===== config.mk =====
export PLATFORM = sky130hd
export DESIGN_NAME = psum_requant
export DESIGN_NICKNAME = d
export VERILOG_FILES = /design/src/rtl/psum_requant.sv
export SDC_FILE = /design/constraint.sdc
export NUM_CORES = 2
export LEC_CHECK = 0
export ABC_AREA = 1
export BUFFER_PORTS_ARGS = -buffer_cell sky130_fd_sc_hd__buf_4
export CORE_MARGIN = 2
export CORE_UTILIZATION = 60
export CTS_BUF_LIST = sky130_fd_sc_hd__clkbuf_2 sky130_fd_sc_hd__clkbuf_4 sky130_fd_sc_hd__clkbuf_8
export DETAILED_ROUTE_END_ITERATION = 6
export GPL_ROUTABILITY_DRIVEN = 0
export HOLD_SLACK_MARGIN = 0.05
export PLACE_DENSITY = 0.77
export SYNTH_ARGS = -nofsm -noshare
export SYNTH_HDL_FRONTEND = slang
export SYNTH_SLANG_ARGS = --single-unit

===== constraint.sdc =====
create_clock -name clk -period 8.66 [get_ports clk]
set_input_delay 0 -clock clk [delete_from_list [all_inputs] [get_ports clk]]
set_output_delay 0 -clock clk [all_outputs]
set_load 0.02 [all_outputs]

===== src/rtl/psum_requant.sv =====
// Requantization stage after the MAC chain: bias add, fixed-point scale with
// rounding shift, optional ReLU and INT8 saturation, as a 3-stage valid/ready pipeline.
`timescale 1ns/1ps
module psum_requant #(
  parameter int PSUM_W  = 32,
  parameter int SCALE_W = 16,
  parameter int OUT_W   = 8
) (
  input  logic                      clk,
  input  logic                      rst,
  input  logic                      cfg_load,
  input  logic signed [PSUM_W-1:0]  cfg_bias,
  input  logic signed [SCALE_W-1:0] cfg_scale,
  input  logic [5:0]                cfg_shift,
  input  logic                      cfg_relu,
  input  logic                      in_valid,
  output logic                      in_ready,
  input  logic signed [PSUM_W-1:0]  psum_in,
  output logic                      out_valid,
  input  logic                      out_ready,
  output logic signed [OUT_W-1:0]   q_out,
  output logic                      busy
);

  localparam int PROD_W = PSUM_W + SCALE_W;
  // One extra bit so adding the rounding constant can never wrap.
  localparam int RND_W  = PROD_W + 1;

  localparam logic signed [PSUM_W-1:0] PSUM_MAX = {1'b0, {(PSUM_W-1){1'b1}}};
  localparam logic signed [PSUM_W-1:0] PSUM_MIN = {1'b1, {(PSUM_W-1){1'b0}}};
  localparam logic signed [RND_W-1:0]  WIDE_MAX = {{(RND_W-OUT_W+1){1'b0}}, {(OUT_W-1){1'b1}}};
  localparam logic signed [RND_W-1:0]  WIDE_MIN = {{(RND_W-OUT_W+1){1'b1}}, {(OUT_W-1){1'b0}}};
  localparam logic signed [OUT_W-1:0]  Q_MAX    = {1'b0, {(OUT_W-1){1'b1}}};
  localparam logic signed [OUT_W-1:0]  Q_MIN    = {1'b1, {(OUT_W-1){1'b0}}};

  logic signed [PSUM_W-1:0]  bias_q;
  logic signed [SCALE_W-1:0] scale_q;
  logic [5:0]                shift_q;
  logic                      relu_q;

  logic                      v1_q, v2_q, v3_q;
  logic signed [PSUM_W-1:0]  s1_q, s1_d;
  logic signed [PROD_W-1:0]  prod_q, prod_d;
  logic signed [OUT_W-1:0]   q_q, q_d;

  logic                      en;
  logic                      accept;
  logic                      cfgWe;
  logic [5:0]                shiftClamped;
  logic signed [PSUM_W:0]    sumWide;
  logic [RND_W-1:0]          rndBit;
  logic signed [RND_W-1:0]   rounded;
  logic signed [RND_W-1:0]   shifted;
  logic signed [RND_W-1:0]   clipped;

  assign busy      = v1_q | v2_q | v3_q;
  assign en        = !v3_q || out_ready;
  assign in_ready  = en;
  assign accept    = in_valid && en;
  assign out_valid = v3_q;
  assign q_out     = q_q;

  // Config may only change with an empty pipeline and no sample being offered.
  assign cfgWe        = cfg_load && !busy && !in_valid;
  assign shiftClamped = (cfg_shift > 6'd47) ? 6'd47 : cfg_shift;

  always_ff @(posedge clk or posedge rst) begin
    if (rst) begin
      bias_q  <= '0;
      scale_q <= {{(SCALE_W-1){1'b0}}, 1'b1};
      shift_q <= '0;
      relu_q  <= 1'b0;
    end else if (cfgWe) begin
      bias_q  <= cfg_bias;
      scale_q <= cfg_scale;
      shift_q <= shiftClamped;
      relu_q  <= cfg_relu;
    end
  end

  assign sumWide = {psum_in[PSUM_W-1], psum_in} + {bias_q[PSUM_W-1], bias_q};

  always_comb begin
    s1_d = sumWide[PSUM_W-1:0];
    if (sumWide[PSUM_W] != sumWide[PSUM_W-1]) begin
      s1_d = sumWide[PSUM_W] ? PSUM_MIN : PSUM_MAX;
    end
  end

  assign prod_d = PROD_W'(s1_q) * PROD_W'(scale_q);

  always_comb begin
    rndBit = '0;
    if (shift_q != 6'd0) begin
      rndBit[shift_q - 6'd1] = 1'b1;
    end
  end

  assign rounded = $signed({prod_q[PROD_W-1], prod_q}) + $signed(rndBit);
  assign shifted = rounded >>> shift_q;
  assign clipped = (relu_q && shifted[RND_W-1]) ? '0 : shifted;

  always_comb begin
    q_d = clipped[OUT_W-1:0];
    if (clipped > WIDE_MAX) begin
      q_d = Q_MAX;
    end else if (clipped < WIDE_MIN) begin
      q_d = Q_MIN;
    end
  end

  // All stages advance together; bubbles travel with their valid bit.
  always_ff @(posedge clk or posedge rst) begin
    if (rst) begin
      v1_q   <= 1'b0;
      v2_q   <= 1'b0;
      v3_q   <= 1'b0;
      s1_q   <= '0;
      prod_q <= '0;
      q_q    <= '0;
    end else if (en) begin
      v1_q   <= accept;
      v2_q   <= v1_q;
      v3_q   <= v2_q;
      s1_q   <= s1_d;
      prod_q <= prod_d;
      q_q    <= q_d;
    end
  end

endmodule


## Yosys cells after proc, flatten, opt, wreduce, memory -nomap -nowiden

Cells that the tools add are included.

| word-level totals | value |
|---|---|
| input bits | 92 |
| register bits | 146 |
| output and inout bits | 11 |

| cells by class | value |
|---|---|
| shifts and indexed selects | 1 |
| bitwise logic cells | 2 |
| $lt $le $gt $ge | 5 |
| $mul | 1 |
| add/sub/neg operators | 3 |
| multiplexer cells | 9 |
| eq/ne operators | 1 |
| reduce and logical (&&, ||, !) cells | 10 |

Operator list:

| operator | number |
|---|---|
| 2-to-1 mux 49 bit | 2 |
| 2-to-1 mux 32 bit | 2 |
| adder 48 x 49 -> 49 bit | 1 |
| > comparator 49 x 8 -> 1 bit, second input constant | 1 |
| < comparator 49 x 8 -> 1 bit, second input constant | 1 |
| >>> shifter 49 x 6 -> 49 bit | 1 |
| multiplier 32 x 16 -> 48 bit | 1 |
| adder 32 x 32 -> 33 bit | 1 |
| 2-to-1 mux 8 bit | 2 |
| < comparator 6 x 7 -> 1 bit, second input constant | 1 |
| demux 1 bit (select 6 bit) | 1 |
| greater-or-equal comparator 6 x 1 -> 1 bit, second input constant | 1 |
| > comparator 6 bit, second input constant | 1 |
| 2-to-1 mux 6 bit | 1 |
| nonzero test 6 bit | 1 |
| subtractor 6 x 1 -> 6 bit, second input constant | 1 |
| logical AND 1 bit | 5 |
| logical NOT 1 bit | 3 |
| bitwise OR 1 bit | 2 |
| logical OR 1 bit | 1 |
| 2-to-1 mux 1 bit | 1 |
| != test 1 bit | 1 |

## Longest topological paths before layout

| depth | value |
|---|---|
| depth after elaboration | 13 |
| mapped depth | 45 |
| mapped depth without buffers | 43 |

## Least setup slack after synthesis

Ideal clock, no wire load.

| path | value |
|---|---|
| kind | flip-flop to flip-flop |
| from | reg s1_q[8] |
| to | reg prod_q[41] |
| path buffers | 2 |
| setup time | 0.117 ns |
| arrival time | 6.206 ns |
| stages on the path, launching flop included | 33 |
| period minus slack after synthesis | 6.323 ns |
| setup slack | 2.337 ns |
| cells stage by stage | dfrtp_1 clkbuf_1 clkbuf_1 nand2_1 fa_1 inv_1 fa_1 inv_1 fa_1 inv_1 fa_1 inv_1 fa_1 inv_1 fa_1 ha_1 a21oi_1 o21ai_0 a21oi_1 inv_2 nand2_1 nand3_1 a21boi_1 o21ai_1 a21oi_1 inv_1 nand2_1 nand2_1 a21oi_1 o21ai_1 or2_0 nand3_1 nand2_1 |

| between the ends | value |
|---|---|
| cells in the longest elaborated chain, start to end | 1 |

Ends and longest elaborated chain:

| what | line | text |
|---|---|---|
| from (decl) | 42 | `logic signed [PSUM_W-1:0] s1_q, s1_d;` |
| from (signal assigned) | 118 | `s1_q <= '0;` |
| from (signal assigned) | 125 | `s1_q <= s1_d;` |
| multiplier 32 x 16 -> 48 bit | 90 | `assign prod_d = PROD_W'(s1_q) * PROD_W'(scale_q);` |
| to (signal assigned) | 126 | `prod_q <= prod_d;` |
| to (decl) | 43 | `logic signed [PROD_W-1:0] prod_q, prod_d;` |

No other way between the ends.
A chain may end at the register's enable or synchronous reset.

## Worst setup path in the final report

| path | value |
|---|---|
| from | reg scale_q[1] |
| to | reg prod_q[43] |

| between the ends | value |
|---|---|
| cells in the longest elaborated chain, start to end | 1 |

Ends and longest elaborated chain:

| what | line | text |
|---|---|---|
| from (decl) | 37 | `logic signed [SCALE_W-1:0] scale_q;` |
| from (signal assigned) | 70 | `scale_q <= {{(SCALE_W-1){1'b0}}, 1'b1};` |
| from (signal assigned) | 75 | `scale_q <= cfg_scale;` |
| multiplier 32 x 16 -> 48 bit | 90 |  |

No other way between the ends.

==> metrics <==
most frequent CP cell fa_1; final hold violation count 0; Worst-Skew Late Latency roughly 570 ps; residual DRC count 3; n_diodes 0; TritonCTS clock tree yes; clock-pin transition on the worst setup and hold timing paths about 110 ps; initial antenna violation count 0; Root Buffer clkbuf_8; Worst EP required approximately 9100 ps; outcome complete, but fails checks; core area between 50000 and 60000 µm²; Syn Inst Count between 5000 and 6000; shortest period the worst path allows between 6000 and 7000 ps; vias after detailed routing 31400; Nets 5825; register area around 3700 µm²; port bufs between 100 and 150; count of final setup violators 0; Cell Area, Synth 33600 µm²; register bit count reported by yosys about 150; Post-synth EDFFs 0; CTS Buf Count 17; Finished Core Util about 65%; CP max stage delay approximately 970 ps; Tcrit/Tclk final 80.4%; total congestion overflow 0; first-iteration detailed-routing DRC count roughly 2400; RSZ-0062 raised after global routing no; die area 57900 µm²; ANT nets after route 0; Crit. End Element flop; global-route wire length before repair about 160000 µm; synth top area cells fa_1 29%, nand2_1 19%, inv_1 12%; Slew @ Worst Pin about 1100 ps; layout cells sized above 1 5.37%; total wire length approximately 93000 µm; Synth Warn # 0; Die Width ~240 µm; footprint of the multi-input gates 25000 µm²; I/O Pins approximately 100; CP max FO 23; Hold Crit Class in -> async; Synth cell types roughly 50; Slew HR around 28%; hpwl dp 75200 µm; share of Yosys cell area claimed by the top area cell type between 20% and 30%; fill count about 4900; fmax approximately 140 MHz; highest-delay cell along the critical path dfrtp_1; Async S/R FF share, synth 100%; failing checks DRC; Die Y ~240 µm; Yosys top cell by area fa_1; vias in the first global route roughly 32000; clock sink total approximately 150; row cnt 86; sequential element share of the synthesized area roughly 11%; P&R area growth vs syn 7.68%; kind of critical path reg -> reg; Critical Path AT 7400 ps; Setup crit start kind flop; Via-to-Cell Ratio around 5.4; Mean Syn Cell Area between 6 and 7 µm²; Setup TNS 0 ps; post_cts resized 0; CTS H-Tree Depth 4; Post-Syn Nets 5785; Initial Util approximately three fifths; Max clock buf depth 2; max-slew violation count 0; total iterations of the first detailed-routing run 7; drt wl/cell between 15 and 20 µm; GRT Total Usage between 30% and 40%; largest net degree at the start of global routing 110; Main synth FF type dfrtp_1; Max-Cap Viols 0; skew final between 30 and 40 ps
## path summary, 6_finish.rpt
kind | from | to | slack [ps] | depth (start not counted)
min in group clk | psum_in[30] | s1_q[31] | 120 | 6
worst max-delay path | scale_q[1] | prod_q[43] | 1700 | 26
worst min register to register | bias_q[24] | bias_q[24] | 480 | 2
worst max register to register | scale_q[1] | prod_q[43] | 1700 | 26
worst min-delay path | rst | bias_q[28] | 90 | 3
max in group asynchronous | rst | scale_q[3] | 7210 | 4
## critical path, delay by kind of cell, from the launching register on
| kind | cells | cell delay [ps] |
|---|---|---|
| buffers and inverters | 5 | 290 |
| DFF | 1 | 970 |
| adders and majority gates | 7 | 3420 |
| AOI/OAI and AO/OA | 5 | 820 |
| and+or+nand+nor | 9 | 1330 |
## final cells by class
class / instances / area share, %
Clock inverter: 14 / 0.460
Timing Repair Buffer: 247 / 5.88
Inverter: 1060 / 11.0
Tap cell: 748 / 2.59
Clock buffer: 18 / 0.685
Sequential cell: 146 / 10.1
Multi-Input combinational cell: 3578 / 69.3
## flip-flops by register name (all words and copies together), names as in the netlist
signal / count
relu_q: 1
prod_q: 48
bias_q: 32
scale_q: 16
q_out: 8
out_valid: 1
v1_q: 1
v2_q: 1
s1_q: 32
shift_q: 6
## per-stage QoR
step	area, µm²	hold WS, ps	worst slack, ps	std cells
floorplan	33600	96.2	2340	5010
finish	36200	92.5	1700	5811
detailed placement	34700	173	1750	5676
CTS	36200	89.2	1700	5811
global route	36200	169	1180	5811
global placement	34700	171	1850	5676
## what timing repair did
action | CTS | global route
endpoints found under the hold margin | 206 | 0
setup buffers | 0 | 0
hold buffers | 103 | 0
## per-layer routing
| layer | global-route usage (%) | up-vias | part of all wire (%) |
|---|---|---|---|
| li1 | - | 15100 | - |
| met2 | 57.0 | 1272 | 47 |
| met3 | 5.40 | 273 | 7.3 |
| met5 | 0 | - | 0 |
| met4 | 15.1 | 0 | 4.4 |
| met1 | 43.1 | 14800 | 41 |
## cells in the mapped netlist (4+ instances only)
cell type     n
inv_1      1047
nor3_1       14
buf_2        30
nand2_2      18
fa_1        488
nor2_2       24
buf_1        20
xnor2_1      26
dfrtp_1     145
nand2_1    1666
inv_2        12
a21oi_1     143
or2_2        21
xor2_1       41
a31oi_1      18
o31ai_1       7
nand3_2       6
buf_4         4
ha_1        195
nand3b_1      6
o21a_1        5
a21boi_1      5
nand3_1     469
a22oi_1      27
o21bai_1      7
clkbuf_1    170
nand4_1      30
nor2_1      229
o21ai_0      73
o211ai_1     15
o21ai_1      14
## cell usage in the layout, fill, tap and decap left out, types with 4 or more instances in the layout
cell type / instances
a21boi_1: 5
a21oi_1: 143
a22oi_1: 27
a31oi_1: 18
buf_4: 143
clkbuf_8: 18
dfrtp_1: 144
dlygate4sd3_1: 103
fa_1: 488
ha_1: 195
inv_1: 1044
inv_2: 14
inv_6: 8
nand2_1: 1666
nand2_2: 18
nand3_1: 469
nand3_2: 6
nand3b_1: 6
nand4_1: 30
nor2_1: 227
nor2_2: 25
nor2_4: 4
nor3_1: 13
o211ai_1: 15
o21a_1: 5
o21ai_0: 73
o21ai_1: 14
o21bai_1: 7
o31ai_1: 7
or2_2: 21
xnor2_1: 26
xor2_1: 41
## kinds of logic (layout without fill, tap and decap cells)
| family | after synthesis | in the layout | share of synthesized area, % |
|---|---|---|---|
| AOI/OAI and AO/OA | 326 | 326 | 5.53 |
| xor gates and xnor gates | 67 | 67 | 1.75 |
| adders and majority gates | 683 | 683 | 36.4 |
| buffers and inverters | 1286 | 1339 | 14.6 |
| DFF | 146 | 146 | 10.9 |
| muxes | 1 | 1 | 0.0298 |
| and+or+nand+nor | 2501 | 2501 | 30.9 |
Power is not shown: default switching activity piles up to over one toggle a cycle in this logic, so the estimate is an artifact.
